$ cat config.mk
export PLATFORM = sky130hd
export DESIGN_NAME = if_fetch_unit
export DESIGN_NICKNAME = d
export VERILOG_FILES = /design/src/rtl/if_fetch_unit_pkg.sv /design/src/rtl/if_fetch_unit_btb_predictor.sv /design/src/rtl/if_fetch_unit.sv
export SDC_FILE = /design/constraint.sdc
export NUM_CORES = 1
export LEC_CHECK = 0
export BUFFER_PORTS_ARGS = -buffer_cell sky130_fd_sc_hd__buf_4
export CELL_PAD_IN_SITES_DETAIL_PLACEMENT = 0
export CELL_PAD_IN_SITES_GLOBAL_PLACEMENT = 2
export CORE_MARGIN = 8
export CORE_UTILIZATION = 21
export DETAILED_ROUTE_END_ITERATION = 6
export PLACE_DENSITY = 0.92
export SYNTH_ARGS = -nofsm -noshare
export SYNTH_HDL_FRONTEND = slang
export SYNTH_SLANG_ARGS = --single-unit
$ cat constraint.sdc
create_clock -name clk -period 5.9 [get_ports clk]
set_clock_uncertainty 0.1 [all_clocks]
set_input_delay 0.59 -clock clk [delete_from_list [all_inputs] [get_ports clk]]
set_output_delay 0.59 -clock clk [all_outputs]
set_load 0.02 [all_outputs]
$ cat src/rtl/if_fetch_unit_pkg.sv
// Shared RV32 constants, counter encodings and PC helpers
// for the fetch stage and its branch target buffer.
package RV32_Constants;

   localparam logic [31:0] ZERO_VECTOR_32      = 32'h0000_0000;
   localparam logic [31:0] INVALID_INSTRUCTION = 32'h0000_0000;
   localparam logic [31:0] DEFAULT_RESET_PC    = 32'h0000_0000;

   typedef enum logic [1:0] {
      STRONG_NT = 2'b00,
      WEAK_NT   = 2'b01,
      WEAK_T    = 2'b10,
      STRONG_T  = 2'b11
   } ctr_e;

   function automatic logic [31:0] align_pc(input logic [31:0] a);
      return {a[31:2], 2'b00};
   endfunction

   function automatic ctr_e ctr_inc(input ctr_e c);
      return (c == STRONG_T) ? STRONG_T : ctr_e'(c + 2'd1);
   endfunction

   function automatic ctr_e ctr_dec(input ctr_e c);
      return (c == STRONG_NT) ? STRONG_NT : ctr_e'(c - 2'd1);
   endfunction

endpackage

$ cat src/rtl/if_fetch_unit_btb_predictor.sv
// Direct-mapped BTB with 2-bit counters: zero-latency lookup,
// training and allocation from EX branch resolution.
module btb_predictor
   import RV32_Constants::*;
#(
   parameter int IDX_BITS = 4
) (
   input  logic        clk,
   input  logic        reset,
   input  logic [31:0] i_lookup_pc,
   output logic        o_pred,
   output logic [31:0] o_target,
   input  logic        i_upd_valid,
   input  logic        i_upd_taken,
   input  logic [31:0] i_upd_pc,
   input  logic [31:0] i_upd_target
);

   localparam int N  = 1 << IDX_BITS;
   localparam int TW = 30 - IDX_BITS;

   logic          r_valid  [N];
   logic [TW-1:0] r_tag    [N];
   logic [31:0]   r_target [N];
   ctr_e          r_ctr    [N];

   logic [IDX_BITS-1:0] w_l_idx, w_u_idx;
   logic [TW-1:0]       w_l_tag, w_u_tag;
   logic                w_l_hit, w_u_hit;
   logic                w_unused;

   assign w_l_idx = i_lookup_pc[IDX_BITS+1:2];
   assign w_l_tag = i_lookup_pc[31:IDX_BITS+2];
   assign w_u_idx = i_upd_pc[IDX_BITS+1:2];
   assign w_u_tag = i_upd_pc[31:IDX_BITS+2];
   assign w_unused = ^{i_lookup_pc[1:0], i_upd_pc[1:0]};

   assign w_l_hit = r_valid[w_l_idx] && (r_tag[w_l_idx] == w_l_tag);
   assign w_u_hit = r_valid[w_u_idx] && (r_tag[w_u_idx] == w_u_tag);

   assign o_pred   = w_l_hit && ((r_ctr[w_l_idx] == WEAK_T) ||
                                 (r_ctr[w_l_idx] == STRONG_T));
   assign o_target = w_l_hit ? r_target[w_l_idx] : ZERO_VECTOR_32;

   always_ff @(posedge clk or negedge reset) begin
      if (!reset) begin
         for (int i = 0; i < N; i++) begin
            r_valid[i]  <= 1'b0;
            r_tag[i]    <= '0;
            r_target[i] <= ZERO_VECTOR_32;
            r_ctr[i]    <= STRONG_NT;
         end
      end else if (i_upd_valid) begin
         if (w_u_hit) begin
            if (i_upd_taken) begin
               r_ctr[w_u_idx]    <= ctr_inc(r_ctr[w_u_idx]);
               r_target[w_u_idx] <= i_upd_target;
            end else begin
               r_ctr[w_u_idx] <= ctr_dec(r_ctr[w_u_idx]);
            end
         end else if (i_upd_taken) begin
            // Miss on a taken branch replaces whatever aliased here.
            r_valid[w_u_idx]  <= 1'b1;
            r_tag[w_u_idx]    <= w_u_tag;
            r_target[w_u_idx] <= i_upd_target;
            r_ctr[w_u_idx]    <= WEAK_T;
         end
      end
   end

endmodule

$ cat src/rtl/if_fetch_unit.sv
// RV32 instruction-fetch stage: PC register, next-PC select, flush.
// Optional BTB prediction is built only when FETCH_BTB_EN is defined.
module if_fetch_unit
   import RV32_Constants::*;
#(
   parameter logic [31:0] RESET_PC     = DEFAULT_RESET_PC,
   parameter int          BTB_IDX_BITS = 4
) (
   input  logic        clk,
   input  logic        reset,
   input  logic        PC_Write,
   input  logic        EX_Branch_Valid,
   input  logic        EX_Branch_Taken,
   input  logic [31:0] EX_Branch_PC,
   input  logic [31:0] EX_Branch_Target,
   input  logic        EX_Mispredict,
   input  logic [31:0] EX_Redirect_PC,
   output logic [31:0] Imem_Addr,
   output logic [31:0] IF_PC_New,
   output logic        IF_Prediction,
   output logic [31:0] IF_Branch_Target,
   output logic        IF_ID_Flush
);

   logic [31:0] r_pc;
   logic [31:0] w_pc_next;
   logic [31:0] w_pc_plus4;
   logic [31:0] w_btb_target;
   logic        w_pred;

   assign w_pc_plus4 = r_pc + 32'd4;

`ifdef FETCH_BTB_EN
   btb_predictor #(
      .IDX_BITS(BTB_IDX_BITS)
   ) u_btb (
      .clk         (clk),
      .reset       (reset),
      .i_lookup_pc (r_pc),
      .o_pred      (w_pred),
      .o_target    (w_btb_target),
      .i_upd_valid (EX_Branch_Valid),
      .i_upd_taken (EX_Branch_Taken),
      .i_upd_pc    (EX_Branch_PC),
      .i_upd_target(EX_Branch_Target)
   );
`else
   logic w_unused;
   assign w_unused = ^{EX_Branch_Valid, EX_Branch_Taken,
                       EX_Branch_PC, EX_Branch_Target};
   assign w_pred       = 1'b0;
   assign w_btb_target = ZERO_VECTOR_32;
`endif

   always_comb begin
      w_pc_next = w_pc_plus4;
      priority case (1'b1)
         EX_Mispredict: w_pc_next = align_pc(EX_Redirect_PC);
         !PC_Write:     w_pc_next = r_pc;
         w_pred:        w_pc_next = align_pc(w_btb_target);
         default:       w_pc_next = w_pc_plus4;
      endcase
   end

   always_ff @(posedge clk or negedge reset) begin
      if (!reset) r_pc <= align_pc(RESET_PC);
      else        r_pc <= w_pc_next;
   end

   assign Imem_Addr        = r_pc;
   assign IF_PC_New        = w_pc_plus4;
   assign IF_Prediction    = w_pred;
   assign IF_Branch_Target = w_btb_target;
   assign IF_ID_Flush      = EX_Mispredict;

endmodule
==> results_dict.tcl <==
set metrics [dict create \
    portBuffers 94 \
    design.core.area_um2 11910 \
    grt_pass1_wl_mm 14.34 \
    min_path_type "input port to asynchronous set/reset pin" \
    gr-total-overflow 0 \
    rows 40 \
    drv_slew 0 \
    setup_tns_ns 0 \
    dr_total_vias 2498 \
    syn-cell-area_um2 2539 \
    vias_per_cell 4.635 \
    setup_viol 0 \
    worstSetupPathType "flop to primary output" \
    worst_slew_pin_slew_ns 0.9686 \
    maxSlewHeadroom_pct 34.89 \
    wl_per_cell_um 16.51 \
    yosysUniqueCellTypes 37 \
    synth_edf_count 0 \
    clockBufferDepth 2 \
    synth-async-reset-ratio_pct 100.0 \
    crit_chain "nand4_1, nor4_2, nand3_1, xnor2_1, buf_4" \
    utilization_pct 27.99 \
    clk_pin_slew_ns 0.05 \
    finalCriticalPeriod_ns 3.800 \
    yosys_warnings 0 \
    synth_ff_type "dfrtp_1" \
    postSynthCellCount 316 \
    die_h_um 126.0 \
    numCtsBuffers 5 \
    drc 0 \
    cts_resized 0 \
    areaGrowthSynthToFinish_pct 31.35 \
    start_util_pct 21.31 \
    synth_area_per_cell_um2 8.034 \
    post-cts-setup-buffers 0 \
    placed_area_um2 3169 \
    drive_gt1_share_pct 27.04 \
    clkSinkCount 30 \
    place_inst 531 \
    powerDensity_nw_per_um2 241.8 \
    finalNonFillerCells 539 \
    met2_usage_pct 18.15 \
    p_leak_uw 0.001410 \
    drtIter0Drc 157 \
    period_share_pct 64.40 \
    gp_congestion 0.7651 \
    final_common_cell "buf_4" \
    htree_levels 2 \
    r2r_setup_slack_ns 3.07 \
    antenna_found_initial 0 \
    met1_usage_pct 13.84 \
    num_antenna_cells 0 \
    drt_first_pass_iters 4 \
    seq_area_frac_synth_pct 29.57 \
    grt.busiest_layer "met2" \
    synth_top_area_share_pct 29.57 \
    dp_slack_ns 2.296 \
    slowest_stage "nor4_2" \
    grt_max_degree 37 \
    fp.dieW_um 126.0 \
    wirelength_mm 8.899 \
    ys_top_cells_by_area "dfrtp_1 (30%), buf_4 (12%), xnor2_1 (9.0%)" \
    crit_family "simple AND/OR/NAND/NOR gates" \
    met3_usage_pct 3.713 \
    hold_violations 0 \
    clk-insertion-delay-late_ns 0.27 \
    setup_ws_ns 2.100 \
    synth_top_area_cell "dfrtp_1" \
    cp_max_fo 13 \
    ctsHoldBuffers 0 \
    ios 200 \
    crit_arrival_ns 3.11 \
    dp_hpwl_mm 6.755 \
    peakVddDrop_v 0.0001449 \
    cp-end-kind "primary output" \
    cts_tree "done" \
    ant_nets 0 \
    worstSetupStartpointType "flop" \
    grt_pass1_vias 2691 \
    grt_use_total_pct 11.10 \
    fill_cells 1302 \
    path_buf_inv 1 \
    status "complete, no violations" \
    max_stage_delay_ns 1.00 \
    nNetsFinal 494 \
    cts_root_buf "clkbuf_16" \
    synth_seq_cells 30 \
    max-cap-violations 0 \
    fmax_mhz 263.2 \
    finalInstanceArea_um2 3334 \
    layout_common_cells "buf_4 (94), conb_1 (37), nand2_1 (31), dfrtp_1 (30), xnor2_1 (26)" \
    required_ns 5.21 \
    rsz0062_at_grt "false" \
    largest_register_ffs 30 \
    dieArea_um2 15860 \
]
[Yosys cell counts (3+ instances only)]
master and count:
and3_1 3, buf_4 42, o21ai_0 16, inv_1 4
o31ai_1 9, nand3_1 21, xnor2_1 26, xor2_1 14
buf_2 3, nand4_1 15, a31oi_1 13, nand2_1 31
clkbuf_1 16, nor2_1 22, or3_1 3, and4_1 9
nor3_1 7, dfrtp_1 30, or4_1 14
[final cells by class]
class | instances | area [um2] | share of cell area, %
tap | 147 | 183.9 | 5.516
sequential | 30 | 750.7 | 22.51
clock buffer | 5 | 125.1 | 3.752
timing repair buffer | 94 | 705.7 | 21.16
clock inverter | 3 | 40.04 | 1.201
inverter | 4 | 15.01 | 0.4503
multi-input combinational | 256 | 1514 | 45.40
[path summary, 6_finish.rpt]
check	endpoint	cells after the start	from
min in group clk	Imem_Addr[15]$_DFFE_PN0N_	3	EX_Redirect_PC[15]
worst max-delay path	IF_PC_New[29]	5	Imem_Addr[7]$_DFFE_PN0N_
worst min-delay path	Imem_Addr[21]$_DFFE_PN0N_	1	reset
worst min register to register	Imem_Addr[27]$_DFFE_PN0N_	2	Imem_Addr[27]$_DFFE_PN0N_
max in group asynchronous	Imem_Addr[8]$_DFFE_PN0N_	1	reset
worst max register to register	Imem_Addr[23]$_DFFE_PN0N_	4	Imem_Addr[7]$_DFFE_PN0N_
[metrics by stage]
| step | power [uW] | hold slack [ns] |
|---|---|---|
| floorplan | 428.5 | 0.1944 |
| CTS | 815.7 | 0.1653 |
| global placement | 517.0 | 0.4578 |
| finish | 806.2 | 0.1512 |
| global route | 845.2 | 0.1803 |
| detailed placement | 520.3 | 0.4592 |
[kinds of logic after synthesis]
family	share of synthesized area, %
AOI/OAI and AO/OA	11.19
xor gates and xnor gates	13.80
adders and majority gates	0.4928
buffers and inverters	16.12
DFF	29.57
muxes	0.3943
other	0.1477
and+or+nand+nor	28.29
[power by group]
part | switching (uW) | leakage [uW] | total (uW) | internal, uW
sequential | 46.9 | 0.000350 | 272 | 225
combinational | 144 | 0.000976 | 243 | 99.4
clock | 93.3 | 0.0000836 | 291 | 197
[metal layers]
layer / vias up / share of wire, %
met5: - / 0
met4: 0 / 0.80
met3: 5 / 7.7
met2: 111 / 47
met1: 1174 / 45
li1: 1208 / -
No activity file was read; power rests on OpenSTA's default activity.
